`src/rtl/alu_op_decoder.sv`:
```
// MIPS instruction to ALU operation-select decoder, registered into EX.
// Produces op code, operand selects, extended immediate and shift amount.
module alu_op_decoder #(
    parameter int NB_BITS  = 32,
    parameter int NB_OPE   = 4,
    parameter int NB_INSTR = 32
) (
    input  logic                i_clk,
    input  logic                i_rst,
    input  logic [NB_INSTR-1:0] i_instr,
    input  logic                i_valid,
    input  logic                i_stall,
    input  logic                i_flush,
    output logic [NB_OPE-1:0]   o_ope_sel,
    output logic [1:0]          o_a_sel,
    output logic                o_b_sel,
    output logic [NB_BITS-1:0]  o_imm,
    output logic [4:0]          o_shamt,
    output logic                o_valid,
    output logic                o_illegal
);

    localparam logic [NB_OPE-1:0] OP_AND = NB_OPE'(0);
    localparam logic [NB_OPE-1:0] OP_OR  = NB_OPE'(1);
    localparam logic [NB_OPE-1:0] OP_ADD = NB_OPE'(2);
    localparam logic [NB_OPE-1:0] OP_XOR = NB_OPE'(3);
    localparam logic [NB_OPE-1:0] OP_SUB = NB_OPE'(6);
    localparam logic [NB_OPE-1:0] OP_SLT = NB_OPE'(7);
    localparam logic [NB_OPE-1:0] OP_SLL = NB_OPE'(8);
    localparam logic [NB_OPE-1:0] OP_SRL = NB_OPE'(9);
    localparam logic [NB_OPE-1:0] OP_SRA = NB_OPE'(10);
    localparam logic [NB_OPE-1:0] OP_NOR = NB_OPE'(12);
    localparam logic [NB_OPE-1:0] OP_JAL = NB_OPE'(13);
    localparam logic [NB_OPE-1:0] OP_LUI = NB_OPE'(14);

    localparam logic [1:0] A_RS    = 2'd0;
    localparam logic [1:0] A_SHAMT = 2'd1;
    localparam logic [1:0] A_PC4   = 2'd2;

    logic [5:0]         opcode;
    logic [5:0]         funct;
    logic [15:0]        imm16;
    logic [NB_BITS-1:0] imm_sext;
    logic [NB_BITS-1:0] imm_zext;

    logic [NB_OPE-1:0]  dec_ope;
    logic [1:0]         dec_a_sel;
    logic               dec_b_sel;
    logic [NB_BITS-1:0] dec_imm;
    logic               dec_illegal;

    // rs/rt/rd fields are consumed by the register file, not here
    logic unused_fields;
    assign unused_fields = ^i_instr[25:16];

    assign opcode   = i_instr[31:26];
    assign funct    = i_instr[5:0];
    assign imm16    = i_instr[15:0];
    assign imm_sext = {{(NB_BITS-16){imm16[15]}}, imm16};
    assign imm_zext = {{(NB_BITS-16){1'b0}}, imm16};

    always_comb begin
        dec_ope     = OP_AND;
        dec_a_sel   = A_RS;
        dec_b_sel   = 1'b0;
        dec_imm     = '0;
        dec_illegal = 1'b0;
        unique case (opcode)
            6'h00: begin
                unique case (funct)
                    6'h00: begin dec_ope = OP_SLL; dec_a_sel = A_SHAMT; end
                    6'h02: begin dec_ope = OP_SRL; dec_a_sel = A_SHAMT; end
                    6'h03: begin dec_ope = OP_SRA; dec_a_sel = A_SHAMT; end
                    6'h04: dec_ope = OP_SLL;
                    6'h06: dec_ope = OP_SRL;
                    6'h07: dec_ope = OP_SRA;
                    6'h08: dec_ope = OP_ADD;
                    6'h09: begin dec_ope = OP_JAL; dec_a_sel = A_PC4; end
                    6'h21: dec_ope = OP_ADD;
                    6'h23: dec_ope = OP_SUB;
                    6'h24: dec_ope = OP_AND;
                    6'h25: dec_ope = OP_OR;
                    6'h26: dec_ope = OP_XOR;
                    6'h27: dec_ope = OP_NOR;
                    6'h2A: dec_ope = OP_SLT;
                    default: dec_illegal = 1'b1;
                endcase
            end
            6'h09: begin dec_ope = OP_ADD; dec_b_sel = 1'b1; dec_imm = imm_sext; end
            6'h0A: begin dec_ope = OP_SLT; dec_b_sel = 1'b1; dec_imm = imm_sext; end
            6'h0C: begin dec_ope = OP_AND; dec_b_sel = 1'b1; dec_imm = imm_zext; end
            6'h0D: begin dec_ope = OP_OR;  dec_b_sel = 1'b1; dec_imm = imm_zext; end
            6'h0E: begin dec_ope = OP_XOR; dec_b_sel = 1'b1; dec_imm = imm_zext; end
            6'h0F: begin dec_ope = OP_LUI; dec_b_sel = 1'b1; dec_imm = imm_zext; end
            6'h20, 6'h21, 6'h23, 6'h24, 6'h25,
            6'h28, 6'h29, 6'h2B: begin
                dec_ope   = OP_ADD;
                dec_b_sel = 1'b1;
                dec_imm   = imm_sext;
            end
            6'h04, 6'h05: begin dec_ope = OP_SUB; dec_imm = imm_sext; end
            6'h03: begin dec_ope = OP_JAL; dec_a_sel = A_PC4; end
            6'h02: dec_ope = OP_ADD;
            default: dec_illegal = 1'b1;
        endcase
    end

    // Flush shares the reset path so a bubble is indistinguishable from reset
    always_ff @(posedge i_clk) begin
        if (i_rst || i_flush) begin
            o_ope_sel <= '0;
            o_a_sel   <= '0;
            o_b_sel   <= 1'b0;
            o_imm     <= '0;
            o_shamt   <= '0;
            o_valid   <= 1'b0;
            o_illegal <= 1'b0;
        end else if (!i_stall) begin
            o_ope_sel <= i_valid ? dec_ope     : '0;
            o_a_sel   <= i_valid ? dec_a_sel   : '0;
            o_b_sel   <= i_valid ? dec_b_sel   : 1'b0;
            o_imm     <= i_valid ? dec_imm     : '0;
            o_shamt   <= i_valid ? i_instr[10:6] : '0;
            o_valid   <= i_valid;
            o_illegal <= i_valid ? dec_illegal : 1'b0;
        end
    end

endmodule

```
`config.mk`:
```
export PLATFORM = sky130hd
export DESIGN_NAME = alu_op_decoder
export DESIGN_NICKNAME = d
export VERILOG_FILES = /design/src/rtl/alu_op_decoder.sv
export SDC_FILE = /design/constraint.sdc
export NUM_CORES = 1
export LEC_CHECK = 0
export CAP_MARGIN = 20
export CORE_MARGIN = 1.5
export CORE_UTILIZATION = 33
export DETAILED_ROUTE_END_ITERATION = 8
export GPL_TIMING_DRIVEN = 0
export PLACE_DENSITY = 0.67
export SLEW_MARGIN = 0
export SYNTH_ARGS = -nofsm -noshare
export SYNTH_HDL_FRONTEND = slang
export SYNTH_SLANG_ARGS = --single-unit
```
`constraint.sdc`:
```
create_clock -name i_clk -period 2.1 [get_ports i_clk]
set_input_delay 0.42 -clock i_clk [delete_from_list [all_inputs] [get_ports i_clk]]
set_output_delay 0.42 -clock i_clk [all_outputs]
set_load 0.005 [all_outputs]
```
==> flow_summary.ini, run 1 <==
[yosys]
synth_top_area_cell = dfxtp_1
avgSynthCellArea_sq_um = 8.16
synth_edf_count = 0
synth_top_area_share_pct = 35.4
ys_seq_area_share_pct = 35.4
synthesis.nets = 252
syn_area_sq_mm = 0.00176
ys.flop_type = dfxtp_1
ys_warn_count = 0
async_reset_ff_share_pct = 0
synth_cell_type_count = 50
yosys-top-cells-area = dfxtp_1, buf_4, a22o_1, nor2_1, a21oi_1
synth-seq-cells = 31
synthCells = 215

[drt]
postRouteAntennaNets = 0
initialDrtViolationCount = 123
drt-pass1-iter-count = 4
drt-vias-per-instance = 5.17
wl_microns = 5040
drc = 0
vias = 1876
wl_per_cell_microns = 13.9

[clock_network]
clock-sinks = 31
cts_tree = done
hold_buffers = 0
clk_pin_slew_worst_paths_ns = 0.06
clock-root-buffer = clkbuf_8
numCtsBuffers = 5
cts_max_path_buffers = 2
clkLatencyLatePin_ns = 0.26
htree_num_levels = 2

[setup_path]
cp.arrival_ns = 2.17
path_max_fanout = 7
worstSetupPathType = in2reg
cp.required_ns = 2.29
end_kind = flip-flop
critPathLaunchType = input port

[die]
die_h_microns = 75.9
dieWidth_microns = 75.9
die_area_sq_mm = 0.00577
num_io_pins = 83
fp-row-count = 26
core_area_sq_mm = 0.00511
floorplan.initialDensity_pct = 34.4

[layout]
fillers = 513
fin_util_pct = 52.3
drive_gt1_share_pct = 13.3
areaGrowthSynthToFinish_pct = 52.2
final_cells = 363
num-nets-final = 329
diodes = 0

[global_routing]
antenna_found_initial = 0
grt-ovfl-total = 0
grt_pass1_vias = 1743
grt_max_degree = 18
grt.total_usage_pct = 18.0
grt_pass1_wl_microns = 8560

[placed_design]
dp_hpwl_microns = 3810
numPortBuffers = 69
dp_cells = 354
gp_congestion = 0.856

[flow_run]
cap_viol_max_count = 0

[power]
peakVddDrop_mv = 0.458
total_power_mw = 1.33
power_density_mw_per_mm2 = 497
p_leak_nw = 0.984

[outcome]
status = finished, final reports clean

[timing]
max_slew.worst_pin.slew_ns = 0.463
clock_skew_ns = 0
min_period_ns = 1.98
max_freq_ghz = 0.505
hold_ws_ns = 0.468
max_slew_margin_pct = 69.1
slew_violations = 0
rsz0062_at_grt = false
setup-violations-final = 0
final_hold_viol_count = 0
finalCritPeriodShare_pct = 94.2

[min_path]
hold_class = reg2reg
-- cell type report --
class | count | area, sq um | share of cell area, %
multi-input combinational | 147 | 962 | 36.0
timing repair buffer | 70 | 697 | 26.1
sequential | 31 | 622 | 23.3
buffer | 33 | 189 | 7.07
clock buffer | 8 | 100 | 3.75
tap | 70 | 87.6 | 3.28
inverter | 4 | 15.0 | 0.562
-- power by group --
group,switching (mW),internal [mW],leakage [nW],total (mW)
Combinational,0.123,0.108,0.682,0.231
Clock,0.201,0.299,0.0515,0.500
Sequential,0.00345,0.594,0.251,0.598
-- cell usage in the layout, fill, tap and decap left out, types with 9 or more instances in the layout --
cell	Yosys	final
a21oi_1	13	13
a22o_1	12	12
buf_4	15	16
clkbuf_1	15	12
clkdlybuf4s50_1	0	65
dfxtp_1	31	30
nand2_1	10	10
nor2_1	25	25
o21ai_0	9	9
-- final timing paths --
kind	from	end	slack, ns	cells after the start
hold / removal	o_a_sel[0]$_SDFFE_PP0N_	o_a_sel[0]$_SDFFE_PP0N_	0.47	2
hold reg to reg	o_a_sel[0]$_SDFFE_PP0N_	o_a_sel[0]$_SDFFE_PP0N_	0.47	2
setup reg to reg	o_ope_sel[0]$_SDFFE_PP0N_	o_ope_sel[0]$_SDFFE_PP0N_	1.18	3
setup / recovery	i_instr[30]	o_ope_sel[0]$_SDFFE_PP0N_	0.12	6
-- routing by layer --
metal | vias to the layer above | share of wire (%) | GRT usage, %
met5 | - | 0 | 0
met4 | 0 | 0.44 | 3.70
met3 | 2 | 4.8 | 3.98
met2 | 50 | 46 | 28.6
met1 | 883 | 49 | 25.2
li1 | 941 | - | -
-- sequential cells by signal (all words and copies together) (netlist names) --
| name | cells |
|---|---|
| o_ope_sel | 4 |
| o_illegal | 1 |
| o_imm | 17 |
| o_valid | 1 |
| o_b_sel | 1 |
| o_a_sel | 2 |
| o_shamt | 5 |
-- logic make-up after synthesis --
| kind of cell | synth area share (%) |
|---|---|
| multiplexers | 2.28 |
| AO/OA/AOI/OAI | 28.7 |
| buffers and inverters | 11.3 |
| AND/OR/NAND/NOR | 21.8 |
| XOR/XNOR | 0.499 |
| flip-flops | 35.4 |
-- critical path, stage by stage --
cell	delay, ns
dlygate4sd2_1	0.34
or4_4	0.56
a211oi_2	0.21
o211ai_1	0.14
or2_1	0.28
a221oi_2	0.21
-- cells in the mapped netlist, types with 2 or more instances --
cell type   n
nand4_1     2
a21oi_1    13
o22ai_1     2
a22oi_1     6
nand3_1     4
a211oi_1    2
clkbuf_1   15
buf_2       3
and2_1      2
inv_1       4
dfxtp_1    31
a22o_1     12
buf_4      15
or3_1       4
o32ai_1     2
a32oi_1     6
mux2i_1     4
nand2b_1    7
o21ai_0     9
nor2b_1     5
nor3_1      4
nand2_1    10
a31oi_1     2
nor2_1     25
-- stage by stage --
step / setup TNS [ns] / area (sq um) / setup WS (ns)
final: 0 / 2670 / 0.121
after global routing: 0 / 2670 / 0.0118
after CTS: 0 / 2640 / 0.00443
after detailed placement: -6.14 / 2530 / -0.420
after global placement: -6.36 / 2530 / -0.431
after floorplan: 0 / 1760 / 0.296
-- timing repair --
item | CTS | global route
resized for setup | 6 | 11
setup buffers | 0 | 1
pin swaps | 5 | 1
endpoints found under the setup margin | 13 | 30
Note: power is estimated with default switching activity, not from simulation.
==> run 2: changes to the inputs <==
- CORE_UTILIZATION: 33 -> 41
- PLACE_DENSITY: 0.67 -> 0.8
- RECOVER_POWER: default -> 100
==> flow_summary.ini, run 2 (synthesis results as in run 1) <==
[outcome]
status = finished, final reports clean

[die]
core_area_sq_mm = 0.00406
die_area_sq_mm = 0.00468
dieWidth_microns = 68.4
floorplan.initialDensity_pct = 43.3
fp-row-count = 23
num_io_pins = 83
die_h_microns = 68.4

[setup_path]
worstPathCellList = dlygate4sd2_1, or4_4, a211oi_2, o211ai_1, or2_1, a221oi_2
end_kind = flip-flop
slowest_delay_ns = 0.53
worstSetupPathType = in2reg
r2r_slack_ns = 1.19
path_max_fanout = 7
critPathLaunchType = input port
cp.arrival_ns = 2.18
cp.required_ns = 2.29
cp_slowest_cell = or4_4

[drt]
drt-vias-per-instance = 5.26
wl_per_cell_microns = 13.7
vias = 1808
postRouteAntennaNets = 0
drt-pass1-iter-count = 4
initialDrtViolationCount = 83
wl_microns = 4710
drc = 0

[global_routing]
antenna_found_initial = 0
grt_pass1_wl_microns = 7100
grt_max_degree = 18
grt-ovfl-total = 0
grt.total_usage_pct = 20.4
grt_pass1_vias = 1488

[layout]
regArea_sq_um = 622
fillers = 372
diodes = 0
stdcell_area_sq_mm = 0.00267
largest_reg_flops = 17
areaGrowthSynthToFinish_pct = 52.2
num-nets-final = 330
top_register = o_imm
layout_common_cells = clkdlybuf4s50_1, dlygate4sd3_1, dfxtp_1
reg_top3 = o_imm: 17 flops, o_shamt: 5 flops, o_ope_sel: 4 flops
drive_gt1_share_pct = 13.9
multi_input_area_sq_um = 960

[clock_network]
clock-sinks = 31
cts_tree = done
htree_num_levels = 2
clk_pin_slew_worst_paths_ns = 0.06
numCtsBuffers = 5
clkLatencyLatePin_ns = 0.27
clock-root-buffer = clkbuf_8
cts_max_path_buffers = 2
hold_buffers = 0

[power]
clkPwrFrac_pct = 42.2
pwr-share-seq_pct = 42.0
intPower_mw = 1.08
p_switching_mw = 0.339
swShare_pct = 23.8
total_power_mw = 1.42
power_density_mw_per_mm2 = 532
peakVddDrop_mv = 0.439
p_leak_nw = 1.10
pwr-share-comb_pct = 15.8

[timing]
max_freq_ghz = 0.503
hold_ws_ns = 0.455
max_slew.worst_pin.slew_ns = 0.538
final_hold_viol_count = 0
setup_slack_ns = 0.110
finalCritPeriodShare_pct = 94.8
min_period_ns = 1.99
clock_skew_ns = 0
slew_violations = 0
rsz0062_at_grt = false
setup_tns_ns = 0
max_slew_margin_pct = 63.2
setup-violations-final = 0

[min_path]
hold_class = reg2reg

[placed_design]
gp_congestion = 0.888
numPortBuffers = 69
place_ws_ns = -0.448
dp_hpwl_microns = 3540
placed_cell_area_sq_mm = 0.00251

[flow_run]
cap_viol_max_count = 0
-- run 2: through the flow --
step	utilization [%]	cells
2_1_floorplan	-	215
3_3_place_gp	61.8	334
3_5_place_dp	61.8	334
4_1_cts	65.1	343
5_1_grt	65.8	344
6_report	65.8	344
-- run 2: cell type report --
cell class              count  share of cell area [%]
clock inverters             2                    1.31
inverters                   4                   0.562
flip-flops and latches     31                    23.3
repair buffers             71                    26.5
multi-input cells         147                    35.9
clock buffers               6                    3.09
plain buffers              33                    7.03
well taps                  50                    2.34
-- run 2: path summary, 6_finish.rpt --
kind	end	cells past startpoint	start
worst max register to register	o_ope_sel[0]$_SDFFE_PP0N_	3	o_ope_sel[0]$_SDFFE_PP0N_
worst max-delay path	o_ope_sel[0]$_SDFFE_PP0N_	6	i_instr[30]
worst min register to register	o_a_sel[0]$_SDFFE_PP0N_	2	o_a_sel[0]$_SDFFE_PP0N_
worst min-delay path	o_a_sel[0]$_SDFFE_PP0N_	2	o_a_sel[0]$_SDFFE_PP0N_
-- run 2: power groups by stage --
stage	Combinational (mW)	Sequential, mW	Clock (mW)
3_5_place_dp	0.218	0.611	0
4_1_cts	0.221	0.598	0.610
2_1_floorplan	0.120	0.611	0
3_3_place_gp	0.217	0.611	0
5_1_grt	0.246	0.598	0.641
6_report	0.224	0.597	0.599
-- run 2: layer usage --
metal | GRT usage [%] | part of all wire [%] | up-vias
met5 | 0 | 0 | -
met4 | 8.50 | 2.0 | 0
met3 | 6.58 | 6.9 | 8
met2 | 29.3 | 45 | 62
met1 | 27.7 | 46 | 800
li1 | - | - | 938
-- run 2: timing repair --
| item | CTS | global route |
|---|---|---|
| buffers inserted | 1 | 1 |
| gates resized for setup | 5 | 11 |
| endpoints found under the setup margin | 12 | 29 |
| pin swaps | 4 | 3 |
-- run 2: critical path: cells and delay by family --
| family | cells | cell delay [ns] |
|---|---|---|
| simple gates | 2 | 0.83 |
| buf+inv | 1 | 0.35 |
| compound gates | 3 | 0.58 |
==> run 3: changes to the inputs <==
- GPL_ROUTABILITY_DRIVEN: default -> 0
==> results of run 3 <==
The final DEF is identical to that of run 2; final timing and power are the same.
